$ cat config.mk
export PLATFORM = sky130hd
export DESIGN_NAME = stepper_move_sched
export DESIGN_NICKNAME = d
export VERILOG_FILES = /design/src/rtl/stepper_pkg.sv /design/src/rtl/rr_arbiter.sv /design/src/rtl/stepper_move_sched.sv
export SDC_FILE = /design/constraint.sdc
export NUM_CORES = 1
export LEC_CHECK = 0
export ABC_AREA = 1
export BUFFER_PORTS_ARGS = -buffer_cell sky130_fd_sc_hd__buf_4
export CAP_MARGIN = 40
export CORE_MARGIN = 1
export CORE_UTILIZATION = 28
export DETAILED_ROUTE_END_ITERATION = 8
export PLACE_DENSITY = 0.47
export SYNTH_ARGS = -nofsm -noshare
export SYNTH_HDL_FRONTEND = slang
export SYNTH_SLANG_ARGS = --single-unit
$ cat constraint.sdc
create_clock -name clk -period 3 [get_ports clk]
set_input_delay 0.15 -clock clk [delete_from_list [all_inputs] [get_ports clk]]
set_output_delay 0.15 -clock clk [all_outputs]
set_load 0.02 [all_outputs]
$ cat src/rtl/stepper_pkg.sv
// Shared types for the stepper move scheduler.
package stepper_pkg;

    localparam int DEF_POS_W = 14;

    typedef enum logic [1:0] {
        IDLE,
        RUN,
        SETTLE,
        DONE
    } sched_state_t;

endpackage

$ cat src/rtl/rr_arbiter.sv
// Combinational round-robin arbiter; the search starts just after last_grant.
module rr_arbiter #(
    parameter int NREQ  = 2,
    parameter int IDX_W = $clog2(NREQ)
) (
    input  logic [NREQ-1:0]  req,
    input  logic [IDX_W-1:0] last_grant,
    input  logic             en,
    output logic [NREQ-1:0]  grant,
    output logic [IDX_W-1:0] grant_idx
);

    logic found;
    int   j;

    always_comb begin
        grant     = '0;
        grant_idx = '0;
        found     = 1'b0;
        j         = 0;
        if (en) begin
            for (int k = 1; k <= NREQ; k++) begin
                j = (int'(last_grant) + k) % NREQ;
                if (!found && req[j]) begin
                    grant[j]  = 1'b1;
                    grant_idx = IDX_W'(j);
                    found     = 1'b1;
                end
            end
        end
    end

endmodule

$ cat src/rtl/stepper_move_sched.sv
// Round-robin move scheduler producing rate-limited step pulses
// and tracking absolute position for the phase sequencer.
module stepper_move_sched
    import stepper_pkg::*;
#(
    parameter int NREQ         = 2,
    parameter int POS_W        = DEF_POS_W,
    parameter int DIV_W        = 19,
    parameter int STEP_DIV     = 2**18,
    parameter int SETTLE_TICKS = 4,
    parameter int IDX_W        = $clog2(NREQ)
) (
    input  logic                    clk,
    input  logic                    reset,
    input  logic [NREQ-1:0]         req_valid,
    input  logic [NREQ*POS_W-1:0]   req_target,
    output logic [NREQ-1:0]         req_ready,
    input  logic                    abort,
    output logic                    step_pulse,
    output logic                    step_dir,
    output logic                    motor_en,
    output logic signed [POS_W-1:0] position,
    output logic                    busy,
    output logic                    done,
    output logic [IDX_W-1:0]        grant_id
);

    localparam int SET_W = $clog2(SETTLE_TICKS + 1);

    sched_state_t            state;
    logic [DIV_W-1:0]        div_cnt;
    logic [SET_W-1:0]        settle_cnt;
    logic signed [POS_W-1:0] target;
    logic signed [POS_W-1:0] pos_next;
    logic signed [POS_W-1:0] sel_target;
    logic signed [POS_W:0]   delta;
    logic [IDX_W-1:0]        last_grant;
    logic [IDX_W-1:0]        arb_idx;
    logic [NREQ-1:0]         arb_grant;
    logic                    abort_pend;
    logic                    abort_eff;
    logic                    tick;
    logic                    accept;

    rr_arbiter #(
        .NREQ  (NREQ),
        .IDX_W (IDX_W)
    ) u_arb (
        .req        (req_valid),
        .last_grant (last_grant),
        .en         (state == IDLE),
        .grant      (arb_grant),
        .grant_idx  (arb_idx)
    );

    assign req_ready  = arb_grant;
    assign accept     = |arb_grant;
    assign sel_target = $signed(req_target[arb_idx*POS_W +: POS_W]);
    // Sign-extend both operands so the difference cannot overflow
    assign delta      = {sel_target[POS_W-1], sel_target}
                      - {position[POS_W-1], position};

    assign tick       = (div_cnt == DIV_W'(STEP_DIV - 1));
    assign abort_eff  = abort_pend | abort;
    assign pos_next   = step_dir ? position + POS_W'(1)
                                 : position - POS_W'(1);

    assign step_pulse = (state == RUN) && tick && !abort_eff
                      && (position != target);
    assign motor_en   = (state == RUN) || (state == SETTLE);
    assign busy       = (state != IDLE);
    assign done       = (state == DONE);

    always_ff @(posedge clk) begin
        if (reset) begin
            state      <= IDLE;
            position   <= '0;
            target     <= '0;
            last_grant <= IDX_W'(NREQ - 1);
            grant_id   <= '0;
            step_dir   <= 1'b0;
            div_cnt    <= '0;
            settle_cnt <= '0;
            abort_pend <= 1'b0;
        end else begin
            if (motor_en && !tick)
                div_cnt <= div_cnt + 1'b1;
            else
                div_cnt <= '0;

            unique case (state)
                IDLE: begin
                    if (accept) begin
                        target     <= sel_target;
                        grant_id   <= arb_idx;
                        last_grant <= arb_idx;
                        step_dir   <= !delta[POS_W] && (delta != '0);
                        abort_pend <= 1'b0;
                        settle_cnt <= '0;
                        state      <= (delta == '0) ? DONE : RUN;
                    end
                end
                RUN: begin
                    if (abort)
                        abort_pend <= 1'b1;
                    if (tick) begin
                        if (abort_eff) begin
                            target     <= position;
                            abort_pend <= 1'b0;
                            state      <= SETTLE;
                        end else begin
                            position <= pos_next;
                            if (pos_next == target)
                                state <= SETTLE;
                        end
                    end
                end
                SETTLE: begin
                    if (tick) begin
                        if (settle_cnt == SET_W'(SETTLE_TICKS - 1))
                            state <= DONE;
                        else
                            settle_cnt <= settle_cnt + 1'b1;
                    end
                end
                DONE: state <= IDLE;
            endcase
        end
    end

endmodule

==> flow_metrics.tcl, run 1 <==
set metrics [dict create \
    final.min_clock_period_ns 2.77 \
    track_usage 0.166 \
    synth-seq-area-share 0.230 \
    die_h_um 134 \
    drtPass1Iterations 4 \
    slew_violations 0 \
    min_from "abort" \
    async_flop_share 0 \
    cts_tree "done" \
    synth.distinct_cells 46 \
    port_buffers 54 \
    mostFrequentLayoutCells "nand2_1, inv_1, nor2_1, buf_4, nand3_1" \
    cp.buffers_inverters 2 \
    skew_ns 0.00595 \
    cp_max_fo 4 \
    grt_max_degree 29 \
    grt-ovfl-total 0 \
    end_kind "register" \
    hold_viol 0 \
    postSynthCellCount 790 \
    setup_slack_ns 0.227 \
    drt_iter0_drc 267 \
    hold_end "abort_pend$_SDFFE_PP0P_" \
    grt_pass1_wl_um 23600 \
    drive_gt1_frac 0.183 \
    reg2reg_depth 18 \
    ys.warnings.count 0 \
    worst_r2r_endpoint "state[1]$_SDFFE_PP0P_" \
    critPathLaunchType "register" \
    final_area_mm2 0.00598 \
    timing.rr.start "step_dir$_SDFFE_PP0P_" \
    crit_chain "buf_4 > fa_1 > inv_1 > nand2_1 > nand2_1 > nand3_1 > nand2_1 > nand2_1 > nand3_1 > nand2_1 > nor2_1 > nand2_1 > nor2_1 > nand3_1 > nand2_1 > nand2_1 > nor2_1 > nor2_1" \
    status "finished, final reports clean" \
    clk_latency_ns 0.30 \
    layout_commonest_cell "nand2_1" \
    p_leak_nw 2.85 \
    path_delay_family "simple AND/OR/NAND/NOR gates" \
    final-seq-area_mm2 0.00112 \
    crit_slowest_cell "fa_1" \
    drc 0 \
    max_clock_freq_ghz 0.361 \
    multi_input_comb_area_mm2 0.00344 \
    place_area_mm2 0.00560 \
    rrSetupSlack_ns 0.23 \
    crit_type "reg2reg" \
    grt_pass1_vias 4707 \
    synthToLayoutAreaGrowth_pct 22.8 \
    worstHoldPathCells 3 \
    min_period_over_period 0.924 \
    cts_buffer_depth 2 \
    fin_setup_tns_ns 0 \
    fp.dieArea_mm2 0.0179 \
    synth.avg_cell_area_um2 6.17 \
    wirelength_um 14500 \
    ant_nets 0 \
    viasPerCell 4.72 \
    synth_nets 857 \
    vias 5083 \
    setup_viol 0 \
    nets 924 \
    cpMostUsedCell "nand2_1" \
    ir_drop_mv 0.400 \
    synthTopCellsByArea "dfxtp_1, nand2_1, ha_1, inv_1, nand3_1" \
    ys.flop_type "dfxtp_1" \
    cts_buffers 5 \
    die_w_um 134 \
    place_inst 1067 \
    core_mm2 0.0168 \
    relSlewSlack 0.482 \
    gp_congestion 0.864 \
    clk_pin_slew_worst_paths_ns 0.08 \
    power.density_mw_per_mm2 742 \
    yosys.area.top_type "dfxtp_1" \
    antenna_found_initial 0 \
    fin_cells 1078 \
    initial_core_util 0.291 \
    diodes 0 \
    worstPathRequired_ns 3.21 \
    maxCapViolCount 0 \
    syn_area_mm2 0.00487 \
    worstHoldPathType "in2reg" \
    synth_top_area_frac 0.230 \
    synth-seq-cells 56 \
    num_rows 47 \
    dpl.hpwl_um 12000 \
    h-tree-depth 2 \
    pre_cts_slack_ns 0.0542 \
    clock-sinks 56 \
    fin_util 0.357 \
    ctsRootBufferMaster "clkbuf_16" \
    cpPeakStageDelay_ns 0.47 \
    n_fill_cell 1841 \
    arrival_ns 2.98 \
    wl_per_cell_um 13.5 \
    synth_edf_count 0 \
    io_pins 55 \
    tightest_slew_ns 0.775 \
]
==> timing repair <==
item / CTS / global route
hold buffers: 0 / 0
endpoints found under the setup margin: 0 / 3
resized for setup: 0 / 42
buffers inserted: 0 / 3
==> worst max path at each step <==
stage                          startpoint                     to  slack [ns]  depth (start not counted)
global route        state[1]$_SDFFE_PP0P_  step_dir$_SDFFE_PP0P_       -0.02                         21
CTS                 state[1]$_SDFFE_PP0P_  state[1]$_SDFFE_PP0P_        0.04                         21
floorplan           state[0]$_SDFFE_PP0P_  step_dir$_SDFFE_PP0P_        0.03                         21
global placement    state[1]$_SDFFE_PP0P_  state[1]$_SDFFE_PP0P_        0.05                         19
finish              step_dir$_SDFFE_PP0P_  state[1]$_SDFFE_PP0P_        0.23                         18
detailed placement  state[0]$_SDFFE_PP0P_  state[1]$_SDFFE_PP0P_        0.05                         21
==> tightest hold or removal path: stages <==
cell	delay, ns
buf_4	0.12
a21oi_1	0.14
a211oi_1	0.05
==> cell type report <==
class	count	area share
Timing Repair Buffer	73	0.0937
Clock inverter	3	0.00418
Multi-Input combinational cell	607	0.575
Tap cell	220	0.0460
Sequential cell	56	0.188
Inverter	114	0.0728
Clock buffer	5	0.0209
==> cells in the mapped netlist, drive strengths merged (2+ instances only) <==
| cell | n |
|---|---|
| nand3b | 3 |
| clkbuf | 5 |
| xnor2 | 5 |
| a211oi | 18 |
| a21oi | 44 |
| o211ai | 2 |
| nor4 | 4 |
| a31oi | 8 |
| o21ai | 39 |
| ha | 33 |
| or2 | 4 |
| o21bai | 4 |
| nor3 | 9 |
| nor3b | 4 |
| inv | 111 |
| nor2 | 84 |
| nand2 | 243 |
| nand3 | 72 |
| buf | 8 |
| xor2 | 11 |
| dfxtp | 56 |
| clkinv | 3 |
| nand4 | 15 |
==> metal layers <==
layer | wire length (µm) | track usage
met4 | 86 | 0.0253
met1 | 7270 | 0.229
met2 | 6630 | 0.278
met3 | 549 | 0.0238
met5 | 0 | 0
==> sequential cells by signal (all words and copies together), names as in the netlist, 2 cells and up <==
signal / flops
div_cnt: 19
position: 14
target: 14
settle_cnt: 3
state: 2
==> logic make-up (layout without fill, tap and decap cells) <==
kind of cell / after synthesis / after routing / synth area share
and+or+nand+nor: 439 / 439 / 0.394
buffers and inverters: 127 / 195 / 0.104
AOI/OAI and AO/OA: 117 / 117 / 0.152
DFF: 56 / 56 / 0.230
xor gates and xnor gates: 16 / 16 / 0.0288
muxes: 1 / 1 / 0.00206
adders and majority gates: 34 / 34 / 0.0889
==> power breakdown <==
group          switching [mW]  leakage [nW]  internal (mW)
clock                   0.314        0.0708          0.317
combinational            1.74          2.32           1.07
sequential              0.109         0.456          0.888
==> metrics by stage <==
step | power, mW | hold slack, ns
2_1_floorplan | 2.97 | 0.366
3_3_place_gp | 3.66 | 0.449
3_5_place_dp | 3.63 | 0.461
4_1_cts | 4.28 | 0.189
5_1_grt | 4.90 | 0.214
6_report | 4.44 | 0.198
No activity file was read; power rests on OpenSTA's default activity.
==> inputs of run 2 (changes only) <==
--- a/config.mk
+++ b/config.mk
@@ -7,8 +7,7 @@
 export LEC_CHECK = 0
 export ABC_AREA = 1
 export BUFFER_PORTS_ARGS = -buffer_cell sky130_fd_sc_hd__buf_4
-export CAP_MARGIN = 40
-export CORE_MARGIN = 1
+export CORE_MARGIN = 5
 export CORE_UTILIZATION = 28
 export DETAILED_ROUTE_END_ITERATION = 8
 export PLACE_DENSITY = 0.47
==> flow_metrics.tcl, run 2 (synthesis gave the netlist of run 1 again) <==
set metrics [dict create \
    hold_viol 0 \
    max_clock_freq_ghz 0.365 \
    ir_drop_mv 0.363 \
    track_usage 0.148 \
    die_w_um 142 \
    relSlewSlack 0.581 \
    fin_setup_tns_ns 0 \
    fin_util 0.347 \
    wirelength_um 14900 \
    worstHoldPathCells 3 \
    nets 925 \
    io_pins 55 \
    drc 0 \
    worst_r2r_endpoint "state[1]$_SDFFE_PP0P_" \
    p_leak_nw 2.84 \
    vias 5109 \
    rrSetupSlack_ns 0.26 \
    p_sw_frac 0.488 \
    seqPwrFrac 0.228 \
    dpl.hpwl_um 12300 \
    final.min_clock_period_ns 2.74 \
    reg_top3 "div_cnt: 19 flops, position: 14 flops, target: 14 flops" \
    power.density_mw_per_mm2 742 \
    diodes 0 \
    largest_reg_flops 19 \
    synthToLayoutAreaGrowth_pct 22.2 \
    tightest_slew_ns 0.612 \
    setup_viol 0 \
    hold_end "abort_pend$_SDFFE_PP0P_" \
    layout_commonest_cell "nand2_1" \
    port_buffers 54 \
    pwr-share-comb 0.635 \
    p_total_mw 4.42 \
    clk_pin_slew_worst_paths_ns 0.08 \
    clock-sinks 56 \
    reg2reg_depth 17 \
    initial_core_util 0.284 \
    gp_congestion 0.868 \
    place_area_mm2 0.00559 \
    min_from "abort" \
    max_flop_register "div_cnt" \
    skew_ns 0.00687 \
    cts_tree "done" \
    num_rows 48 \
    drtPass1Iterations 5 \
    drive_gt1_frac 0.178 \
    grt_pass1_wl_um 24300 \
    drt_iter0_drc 229 \
    wl_per_cell_um 13.8 \
    p_clk_frac 0.137 \
    final-seq-area_mm2 0.00112 \
    crit_type "reg2reg" \
    mostFrequentLayoutCells "nand2_1, inv_1, nor2_1, buf_4, nand3_1" \
    grt_pass1_vias 4962 \
    ctsRootBufferMaster "clkbuf_16" \
    multi_input_comb_area_mm2 0.00341 \
    final_area_mm2 0.00595 \
    critPathLaunchType "register" \
    core_mm2 0.0172 \
    slew_violations 0 \
    grt_max_degree 29 \
    ant_nets 0 \
    min_period_over_period 0.914 \
    worstPathRequired_ns 3.20 \
    viasPerCell 4.71 \
    antenna_found_initial 0 \
    h-tree-depth 2 \
    rsz0062_at_grt "false" \
    arrival_ns 2.94 \
    end_kind "register" \
    p_int_mw 2.26 \
    worstHoldPathType "in2reg" \
    n_fill_cell 1942 \
    maxCapViolCount 0 \
    cts_buffers 5 \
    clk_latency_ns 0.30 \
    timing.rr.start "step_dir$_SDFFE_PP0P_" \
    power.switching_mw 2.15 \
    cts_buffer_depth 2 \
    grt-ovfl-total 0 \
    status "finished, final reports clean" \
    fp.dieArea_mm2 0.0201 \
    cp_max_fo 6 \
    die_h_um 142 \
]
## run 2: worst max path at each step
| stage | start | cells after the start | endpoint |
|---|---|---|---|
| global route | step_dir$_SDFFE_PP0P_ | 17 | state[1]$_SDFFE_PP0P_ |
| finish | step_dir$_SDFFE_PP0P_ | 17 | state[1]$_SDFFE_PP0P_ |
| floorplan | state[0]$_SDFFE_PP0P_ | 21 | step_dir$_SDFFE_PP0P_ |
| CTS | step_dir$_SDFFE_PP0P_ | 16 | state[1]$_SDFFE_PP0P_ |
| global placement | step_dir$_SDFFE_PP0P_ | 16 | state[1]$_SDFFE_PP0P_ |
| detailed placement | step_dir$_SDFFE_PP0P_ | 16 | state[1]$_SDFFE_PP0P_ |
## run 2: area by class of cell
| cell class | instances | area share |
|---|---|---|
| Multi-Input combinational cell | 607 | 0.572 |
| Sequential cell | 56 | 0.189 |
| Timing Repair Buffer | 73 | 0.0927 |
| Inverter | 114 | 0.0731 |
| Tap cell | 225 | 0.0473 |
| Clock buffer | 5 | 0.0210 |
| Clock inverter | 3 | 0.00378 |
| Timing Repair inverter | 1 | 0.00126 |
## run 2: worst max-delay path, stage by stage, from the launching register on
cell and delay (ns):
dfxtp_2 0.43, clkinvlp_4 0.21, buf_4 0.20, ha_1 0.36, nand2_1 0.09, nand2_1 0.07, nand2_1 0.06, nand2_1 0.05
a21oi_1 0.25, nand3_1 0.14, nand3_1 0.11, nand2_1 0.06, nor2_1 0.14, nand3_2 0.14, nand2_2 0.12, nand2_1 0.07
nor2_1 0.10, nor2_1 0.05
## run 2: power groups by stage
| stage | Clock (mW) | Combinational, mW | Sequential (mW) |
|---|---|---|---|
| 6_report | 0.605 | 2.81 | 1.01 |
| 5_1_grt | 0.658 | 3.20 | 1.02 |
| 4_1_cts | 0.631 | 2.65 | 0.997 |
| 3_5_place_dp | 0 | 2.64 | 1.01 |
| 3_3_place_gp | 0 | 2.66 | 1.01 |
| 2_1_floorplan | 0 | 1.98 | 0.994 |
## run 2: metal layers
| layer | up-vias | wire length [µm] | GRT usage |
|---|---|---|---|
| met5 | - | 0 | 0 |
| met4 | 0 | 91 | 0.0227 |
| met3 | 9 | 592 | 0.0253 |
| met2 | 92 | 7110 | 0.256 |
| met1 | 2295 | 7130 | 0.197 |
| li1 | 2713 | - | - |
## run 2: repair_timing
item | CTS | global route
setup endpoints to repair | 0 | 3
hold buffers | 0 | 0
gates resized for setup | 0 | 43
buffers inserted | 0 | 4
## run 2: metrics by stage
stage          std cells  setup slack (ns)  hold WS, ns
2_1_floorplan        790            0.0332        0.366
3_3_place_gp        1071             0.142        0.448
3_5_place_dp        1071             0.124        0.453
4_1_cts             1079             0.118        0.190
5_1_grt             1084            0.0199        0.202
6_report            1084             0.259        0.199
==> inputs of run 3 (changes only) <==
--- a/config.mk
+++ b/config.mk
@@ -6,11 +6,13 @@
 export NUM_CORES = 1
 export LEC_CHECK = 0
 export ABC_AREA = 1
+export ABC_CLOCK_PERIOD_IN_PS = 3000
 export BUFFER_PORTS_ARGS = -buffer_cell sky130_fd_sc_hd__buf_4
 export CORE_MARGIN = 5
 export CORE_UTILIZATION = 28
 export DETAILED_ROUTE_END_ITERATION = 8
 export PLACE_DENSITY = 0.47
+export RECOVER_POWER = 100
 export SYNTH_ARGS = -nofsm -noshare
 export SYNTH_HDL_FRONTEND = slang
 export SYNTH_SLANG_ARGS = --single-unit
==> flow_metrics.tcl, run 3 (synthesis gave the netlist of run 1 again) <==
set metrics [dict create \
    port_buffers 54 \
    ctsRootBufferMaster "clkbuf_16" \
    fin_cells 1084 \
    rrSetupSlack_ns 0.26 \
    grt_pass1_vias 4962 \
    grt_pass1_wl_um 24300 \
    layout_commonest_cell "nand2_1" \
    maxCapViolCount 0 \
    timing.rr.start "step_dir$_SDFFE_PP0P_" \
    wirelength_um 15000 \
    reg2reg_depth 15 \
    final.min_clock_period_ns 2.74 \
    die_h_um 142 \
    cpPeakStageDelay_ns 0.42 \
    multi_input_comb_area_mm2 0.00335 \
    wl_per_cell_um 13.8 \
    place_inst 1071 \
    ant_nets 0 \
    grt_max_degree 29 \
    final-seq-area_mm2 0.00112 \
    fin_setup_tns_ns 0 \
    synthToLayoutAreaGrowth_pct 19.4 \
    drc 0 \
    cts_buffers 5 \
    hold_viol 0 \
    critPathLaunchType "register" \
    setup_viol 0 \
    io_pins 55 \
    dpl.hpwl_um 12300 \
    arrival_ns 2.93 \
    viasPerCell 4.68 \
    initial_core_util 0.284 \
    p_total_mw 4.34 \
    worst_r2r_endpoint "state[1]$_SDFFE_PP0P_" \
    worstHoldPathCells 3 \
    clock-sinks 56 \
    antenna_found_initial 0 \
    vias 5077 \
    num_rows 48 \
    min_period_over_period 0.912 \
    worstPathRequired_ns 3.20 \
    clk_pin_slew_worst_paths_ns 0.08 \
    max_clock_freq_ghz 0.366 \
    power.density_mw_per_mm2 746 \
    mostFrequentLayoutCells "nand2_1, inv_1, nor2_1, nand3_1, dfxtp_1" \
    worstHoldPathType "in2reg" \
    slew_violations 0 \
    fin_util 0.339 \
    track_usage 0.148 \
    diodes 0 \
    crit_type "reg2reg" \
    max_flop_register "div_cnt" \
    path_delay_family "simple AND/OR/NAND/NOR gates" \
    drtPass1Iterations 5 \
    fp.dieArea_mm2 0.0201 \
    h-tree-depth 2 \
    min_from "abort" \
    skew_ns 0.00879 \
    ir_drop_mv 0.300 \
    grt-ovfl-total 0 \
    rsz0062_at_grt "false" \
    tightest_slew_ns 0.870 \
    hold_end "abort_pend$_SDFFE_PP0P_" \
    clk_latency_ns 0.30 \
    die_w_um 142 \
    end_kind "register" \
    p_leak_nw 2.73 \
    drt_iter0_drc 246 \
    cp.buffers_inverters 2 \
    relSlewSlack 0.420 \
    largest_reg_flops 19 \
    crit_chain "clkinvlp_4 > buf_2 > ha_1 > a21oi_1 > nand2_1 > a21oi_1 > nand3_1 > nand3_1 > nand2_1 > nor2_1 > nand3_2 > nand2_2 > nand2_1 > nor2_1 > nor2_1" \
    reg_top3 "div_cnt: 19 flops, position: 14 flops, target: 14 flops" \
    cts_buffer_depth 2 \
    status "finished, final reports clean" \
    n_fill_cell 1964 \
    cp_max_fo 5 \
    core_mm2 0.0172 \
    crit_slowest_cell "dfxtp_2" \
    nets 925 \
    drive_gt1_frac 0.140 \
    whs_ns 0.202 \
    gp_congestion 0.868 \
    cts_tree "done" \
]
==> run 3: worst register-to-register path, cell delays in order (launching register included) <==
cell	delay [ns]
dfxtp_2	0.42
clkinvlp_4	0.21
buf_2	0.20
ha_1	0.35
a21oi_1	0.21
nand2_1	0.09
a21oi_1	0.25
nand3_1	0.14
nand3_1	0.11
nand2_1	0.06
nor2_1	0.14
nand3_2	0.14
nand2_2	0.12
nand2_1	0.08
nor2_1	0.10
nor2_1	0.05
==> run 3: timing repair <==
item,in CTS,in global routing
setup endpoints to repair,0,3
hold buffers,0,0
gates resized for setup,0,43
setup buffers,0,4
hold endpoints to repair,0,0
==> run 3: worst max path at each step <==
stage / from / to / slack (ns) / depth (start not counted)
floorplan: state[0]$_SDFFE_PP0P_ / step_dir$_SDFFE_PP0P_ / 0.03 / 21
global placement: step_dir$_SDFFE_PP0P_ / state[1]$_SDFFE_PP0P_ / 0.14 / 16
CTS: step_dir$_SDFFE_PP0P_ / state[1]$_SDFFE_PP0P_ / 0.12 / 16
finish: step_dir$_SDFFE_PP0P_ / state[1]$_SDFFE_PP0P_ / 0.26 / 15
global route: div_cnt[0]$_SDFF_PP0_ / position[9]$_SDFFE_PP0P_ / 0.01 / 13
detailed placement: step_dir$_SDFFE_PP0P_ / state[1]$_SDFFE_PP0P_ / 0.12 / 16
==> run 3: final cells by class <==
type                       instances  area share
clock buffer                       5      0.0215
timing repair buffer              73      0.0805
clock inverter                     3     0.00387
timing repair inverter             1     0.00129
multi-input combinational        607       0.577
sequential                        56       0.193
inverter                         114      0.0747
tap                              225      0.0484
==> run 3: power by group <==
| part | internal (mW) | total, mW | leakage [nW] | switching (mW) |
|---|---|---|---|---|
| logic | 1.01 | 2.73 | 2.20 | 1.72 |
| registers | 0.888 | 1.01 | 0.456 | 0.117 |
| clock network | 0.314 | 0.605 | 0.0742 | 0.291 |
==> run 3: through the flow <==
stage | worst slack, ns | area, µm²
finish | 0.265 | 5810
global route | 0.0140 | 5810
CTS | 0.118 | 5740
detailed placement | 0.124 | 5590
global placement | 0.142 | 5590
floorplan | 0.0332 | 4870
==> run 3: routing by layer <==
metal / global-route usage / routed length [µm] / vias up
met5: 0 / 0 / -
met4: 0.0227 / 92 / 0
met3: 0.0253 / 581 / 9
met2: 0.256 / 7110 / 81
met1: 0.197 / 7170 / 2275
li1: - / - / 2712
